**src/rtl/vc_rr_scheduler_pkg.sv**
```systemverilog
// Shared definitions for the VC round-robin scheduler: word field layout,
// FSM state encodings and a small one-hot helper.
package vc_rr_scheduler_pkg;

    localparam int VC_WORD_SIZE = 12;
    localparam int VC_CLASS_LSB = 10;
    localparam int VC_DEST_LSB  = 8;
    localparam int VC_DEST_W    = 2;

    typedef enum logic [1:0] {
        ST_IDLE  = 2'd0,
        ST_RUN   = 2'd1,
        ST_DRAIN = 2'd2
    } sched_state_t;

    function automatic logic [3:0] onehot4(input logic [1:0] idx);
        onehot4 = 4'b0001 << idx;
    endfunction

endpackage

```
**src/rtl/vc_rr_scheduler_rr_pick4.sv**
```systemverilog
// Combinational 4-way round-robin pick: first requester after 'last', wrapping,
// with 'last' itself checked last.
module rr_pick4
    import vc_rr_scheduler_pkg::*;
(
    input  logic [3:0] req_i,
    input  logic [1:0] last_i,
    output logic       gnt_valid_o,
    output logic [1:0] gnt_id_o
);

    logic [1:0] idx;

    always_comb begin
        gnt_valid_o = 1'b0;
        gnt_id_o    = last_i;
        idx         = last_i;
        for (int k = 1; k <= 4; k++) begin
            idx = last_i + 2'(k);
            if (!gnt_valid_o && req_i[idx]) begin
                gnt_valid_o = 1'b1;
                gnt_id_o    = idx;
            end
        end
    end

endmodule

```
**src/rtl/vc_rr_scheduler.sv**
```systemverilog
// Round-robin scheduler moving head words from 4 VC input FIFOs to 4 output FIFOs.
// state | meaning:  IDLE | no pops  ;  RUN | arbitrating  ;  DRAIN | last push completing
module vc_rr_scheduler
    import vc_rr_scheduler_pkg::*;
#(
    parameter int WORD_SIZE = VC_WORD_SIZE,
    parameter int DEST_LSB  = VC_DEST_LSB,
    parameter int CNT_W     = 16
) (
    input  logic                   clk,
    input  logic                   reset,
    input  logic                   enable,
    input  logic [3:0]             in_empty,
    input  logic [4*WORD_SIZE-1:0] in_data,
    output logic [3:0]             in_pop,
    input  logic [3:0]             out_almost_full,
    output logic [3:0]             out_push,
    output logic [WORD_SIZE-1:0]   out_data,
    output logic [1:0]             grant_id,
    output logic                   busy,
    output logic [CNT_W-1:0]       fwd_count
);

    sched_state_t         state_q, state_d;
    logic [3:0]           push_q, push_d;
    logic [WORD_SIZE-1:0] data_q, data_d;
    logic [1:0]           last_q, last_d;
    logic [CNT_W-1:0]     cnt_q, cnt_d;

    logic                 arb_en;
    logic [3:0]           req;
    logic                 gnt_valid;
    logic [1:0]           gnt_id;
    logic [WORD_SIZE-1:0] gnt_word;

    // enable gates requests directly, so no grant happens in the cycle it drops
    assign arb_en = (state_q == ST_RUN) && enable;

    always_comb begin
        req = '0;
        for (int i = 0; i < 4; i++) begin
            req[i] = arb_en && !in_empty[i]
                     && !out_almost_full[in_data[i*WORD_SIZE+DEST_LSB +: VC_DEST_W]];
        end
    end

    rr_pick4 u_pick (
        .req_i       (req),
        .last_i      (last_q),
        .gnt_valid_o (gnt_valid),
        .gnt_id_o    (gnt_id)
    );

    assign gnt_word = in_data[int'(gnt_id)*WORD_SIZE +: WORD_SIZE];

    always_comb begin
        state_d = state_q;
        push_d  = '0;
        data_d  = data_q;
        last_d  = last_q;
        in_pop  = '0;
        cnt_d   = cnt_q + ((push_q != '0) ? CNT_W'(1) : '0);

        case (state_q)
            ST_IDLE:  if (enable) state_d = ST_RUN;
            ST_RUN:   if (!enable) state_d = (push_q != '0) ? ST_DRAIN : ST_IDLE;
            ST_DRAIN: state_d = enable ? ST_RUN : ST_IDLE;
            default:  state_d = ST_IDLE;
        endcase

        if (gnt_valid) begin
            in_pop = onehot4(gnt_id);
            push_d = onehot4(gnt_word[DEST_LSB +: VC_DEST_W]);
            data_d = gnt_word;
            last_d = gnt_id;
        end
    end

    always_ff @(posedge clk or posedge reset) begin
        if (reset) begin
            state_q <= ST_IDLE;
            push_q  <= '0;
            data_q  <= '0;
            last_q  <= 2'd3;
            cnt_q   <= '0;
        end else begin
            state_q <= state_d;
            push_q  <= push_d;
            data_q  <= data_d;
            last_q  <= last_d;
            cnt_q   <= cnt_d;
        end
    end

    assign out_push  = push_q;
    assign out_data  = data_q;
    assign grant_id  = last_q;
    assign fwd_count = cnt_q;
    assign busy      = (state_q == ST_RUN) || (push_q != '0);

endmodule

```
**config.mk**
```make
export PLATFORM = sky130hd
export DESIGN_NAME = vc_rr_scheduler
export DESIGN_NICKNAME = d
export VERILOG_FILES = /design/src/rtl/vc_rr_scheduler_pkg.sv /design/src/rtl/vc_rr_scheduler_rr_pick4.sv /design/src/rtl/vc_rr_scheduler.sv
export SDC_FILE = /design/constraint.sdc
export NUM_CORES = 1
export LEC_CHECK = 0
export ABC_AREA = 1
export CORE_MARGIN = 2
export CORE_UTILIZATION = 49
export CTS_BUF_LIST = sky130_fd_sc_hd__clkbuf_4 sky130_fd_sc_hd__clkbuf_8
export CTS_CLUSTER_SIZE = 30
export DETAILED_ROUTE_END_ITERATION = 10
export PLACE_DENSITY = 0.95
export SYNTH_ARGS = -nofsm -noshare
export SYNTH_HDL_FRONTEND = slang
export SYNTH_SLANG_ARGS = --single-unit
```
**constraint.sdc**
```tcl
create_clock -name clk -period 4.7 [get_ports clk]
set_input_delay 0.705 -clock clk [delete_from_list [all_inputs] [get_ports clk]]
set_output_delay 0.705 -clock clk [all_outputs]
set_load 0.03 [all_outputs]
```
==> impl_metrics.yaml <==
floorplan:
  dieArea_mm2: 0.00567
  die_h_um: 75.3
  core-area_mm2: 0.00482
  fp-row-count: 25
  die_x_um: 75.3
  pin_count: 98
  initial_core_util_pct: 51.7
setup_path:
  ff2ff_setup_slack_ns: 2.12
  worstSetupStartpointType: "input port"
  end_kind: "output port"
  worstReg2RegEnd: "out_push[3]"
  critPathRequiredTime_ns: 3.99
  critical_path_class: "input port to output port"
  r2r-start: "grant_id[0]"
  crit_arrival_ns: 3.62
  cp_max_fo: 17
  reg2reg_depth: 10
clock_network:
  clkLatencyLatePin_ns: 0.28
  cts_tree: "built"
  cts-root-buf: "clkbuf_8"
  cts-hold-fix-buffers: 0
  cts_buffer_depth: 2
  numCtsBuffers: 5
  cts_num_sinks: 36
  htreeDepth: 2
  cts_setup_buffers: 0
  cts_resized: 0
  clk_pin_slew_ns: 0.07
global_routing:
  grt_pass1_wl_mm: 11.3
  gr-usage-all-layers_pct: 25.8
  grt_overflow: 0
  antenna_found_initial: 0
  grt_max_degree: 37
  grt_pass1_vias: 2530
yosys:
  synth-edff-count: 0
  synth-warning-count: 0
  yosys.area.top_type: "dfrtp_1"
  yosysUniqueCellTypes: 28
  async_flop_share_pct: 100
  syn_area_mm2: 0.00249
  ys_ff_latch: 36
  synth_area_leaders: "dfrtp_1, nand2_1, nand3_1, inv_1, xor2_1"
  syn_area_per_cell_um2: 7.28
  synth_commonest_cells: "nand2_1, nand3_1, dfrtp_1"
  ys_seq_area_share_pct: 36.3
  synth_most_common_cell: "nand2_1"
  synth_nets: 403
  synth_top_area_share_pct: 34.2
  syn_inst: 342
  synth_ff_type: "dfrtp_1"
placed_design:
  gp_congestion: 0.928
  hpwl_mm: 5.38
  port_buffers: 97
cells_and_area:
  areaGrowthSynthToFinish_pct: 43.7
  fin_nets: 498
  fill_cells: 367
  drive_above_1_share_pct: 10.5
  diodes: 0
sta:
  relSlewSlack_pct: 63.2
  drv_slew: 0
  finalHoldViolCount: 0
  fmax_mhz: 231
  rsz0062_at_grt: "false"
  min_period_ns: 4.33
  post-route-period-util_pct: 92.0
  skew_ns: 0.0113
  finalSetupViolations: 0
  tns_ns: 0
  tightest_slew_ns: 0.546
detailed_routing:
  drc: 0
  wl_per_cell_um: 14.1
  wl_mm: 7.12
  drt_iter0_markers: 219
  vias_per_cell: 5.56
  drtPass1Iterations: 6
  vias: 2809
  ant_nets: 0
worst_hold_path:
  holdCritStartpoint: "state_q[1]"
  holdPathStages: 1
  min_path_type: "register to register"
  holdPathEnd: "state_q[0]"
run:
  maxCapViolCount: 0
status:
  status: "finished, final reports clean"
-- critical path: stages --
cell and delay [ns]:
clkdlybuf4s50_1 0.56, inv_2 0.07, nand2_1 0.07, nand3_1 0.10, nand3_1 0.13, nand2_2 0.10, nand2_2 0.09, nand2_2 0.08
nand2_4 0.11, nand3_1 0.18, nand3_2 0.15, nand3_2 0.32, nor3_2 0.23, clkdlybuf4s50_1 0.72
-- metrics by stage --
step	std cells	hold WS, ns	instance area [um2]	setup slack (ns)	util [%]
floorplan	342	0.431	2490	1.70	-
CTS	505	0.471	3580	0.451	74.3
global route	505	0.491	3580	0.208	74.3
detailed placement	497	0.462	3470	0.459	72.0
global placement	497	0.441	3470	0.583	72.0
finish	505	0.465	3580	0.375	74.3
-- state kept, by name (all words and copies together) (netlist names) --
register	count
fwd_count	16
grant_id	2
out_data	12
out_push	4
state_q	2
-- cells by family after synthesis --
family	count (synthesis)	synth area share (%)
compound gates	2	0.502
xor+xnor	14	5.22
fa+ha+maj	2	1.00
buf+inv	40	8.04
flops	36	36.3
simple gates	248	49.0
-- routing by layer --
layer | up-vias | track usage (%) | wire length [um]
met2 | 170 | 45.5 | 3680
met5 | - | 0 | 0
met4 | 0 | 7.60 | 125
met1 | 1314 | 31.9 | 2730
met3 | 15 | 5.42 | 586
li1 | 1310 | - | -
-- layout by cell type, fill, tap and decap left out, types with 2 or more instances in the layout --
| cell type | synthesis | final |
|---|---|---|
| xor2_1 | 9 | 9 |
| buf_4 | 2 | 2 |
| nand2_1 | 113 | 113 |
| nand3_2 | 6 | 6 |
| nor2_2 | 4 | 4 |
| ha_1 | 2 | 2 |
| clkdlybuf4s50_1 | 0 | 97 |
| nand3_1 | 83 | 83 |
| nor3_2 | 2 | 2 |
| clkbuf_8 | 0 | 5 |
| nor2_1 | 9 | 9 |
| dfstp_2 | 2 | 2 |
| nand4_1 | 10 | 10 |
| xnor2_1 | 4 | 4 |
| dfrtp_1 | 34 | 34 |
| nand2_2 | 7 | 7 |
| inv_1 | 22 | 22 |
| nor3_1 | 4 | 4 |
| inv_2 | 7 | 7 |
| nor4_1 | 2 | 2 |
| nand2_4 | 4 | 4 |
-- worst max path at each step --
stage                            from         to  slack [ns]
after global routing      in_data[32]  in_pop[3]        0.21
after CTS                 in_data[32]  in_pop[3]        0.45
after floorplan                enable  in_pop[0]        1.70
final                     in_data[32]  in_pop[3]        0.37
after detailed placement       enable  in_pop[3]        0.46
after global placement    in_data[20]  in_pop[3]        0.58
-- cell type report --
| type | instances | area, um2 | share of cell area, % |
|---|---|---|---|
| Clock inverter | 3 | 42.5 | 1.19 |
| Tap cell | 67 | 83.8 | 2.34 |
| Multi-Input combinational cell | 266 | 1390 | 38.7 |
| Sequential cell | 36 | 903 | 25.2 |
| Inverter | 29 | 109 | 3.04 |
| Timing Repair Buffer | 99 | 986 | 27.5 |
| Clock buffer | 5 | 68.8 | 1.92 |
Power is left out: the tool's default activity adds up to more than one toggle a clock period on the data nets, which glitch-free logic cannot reach.
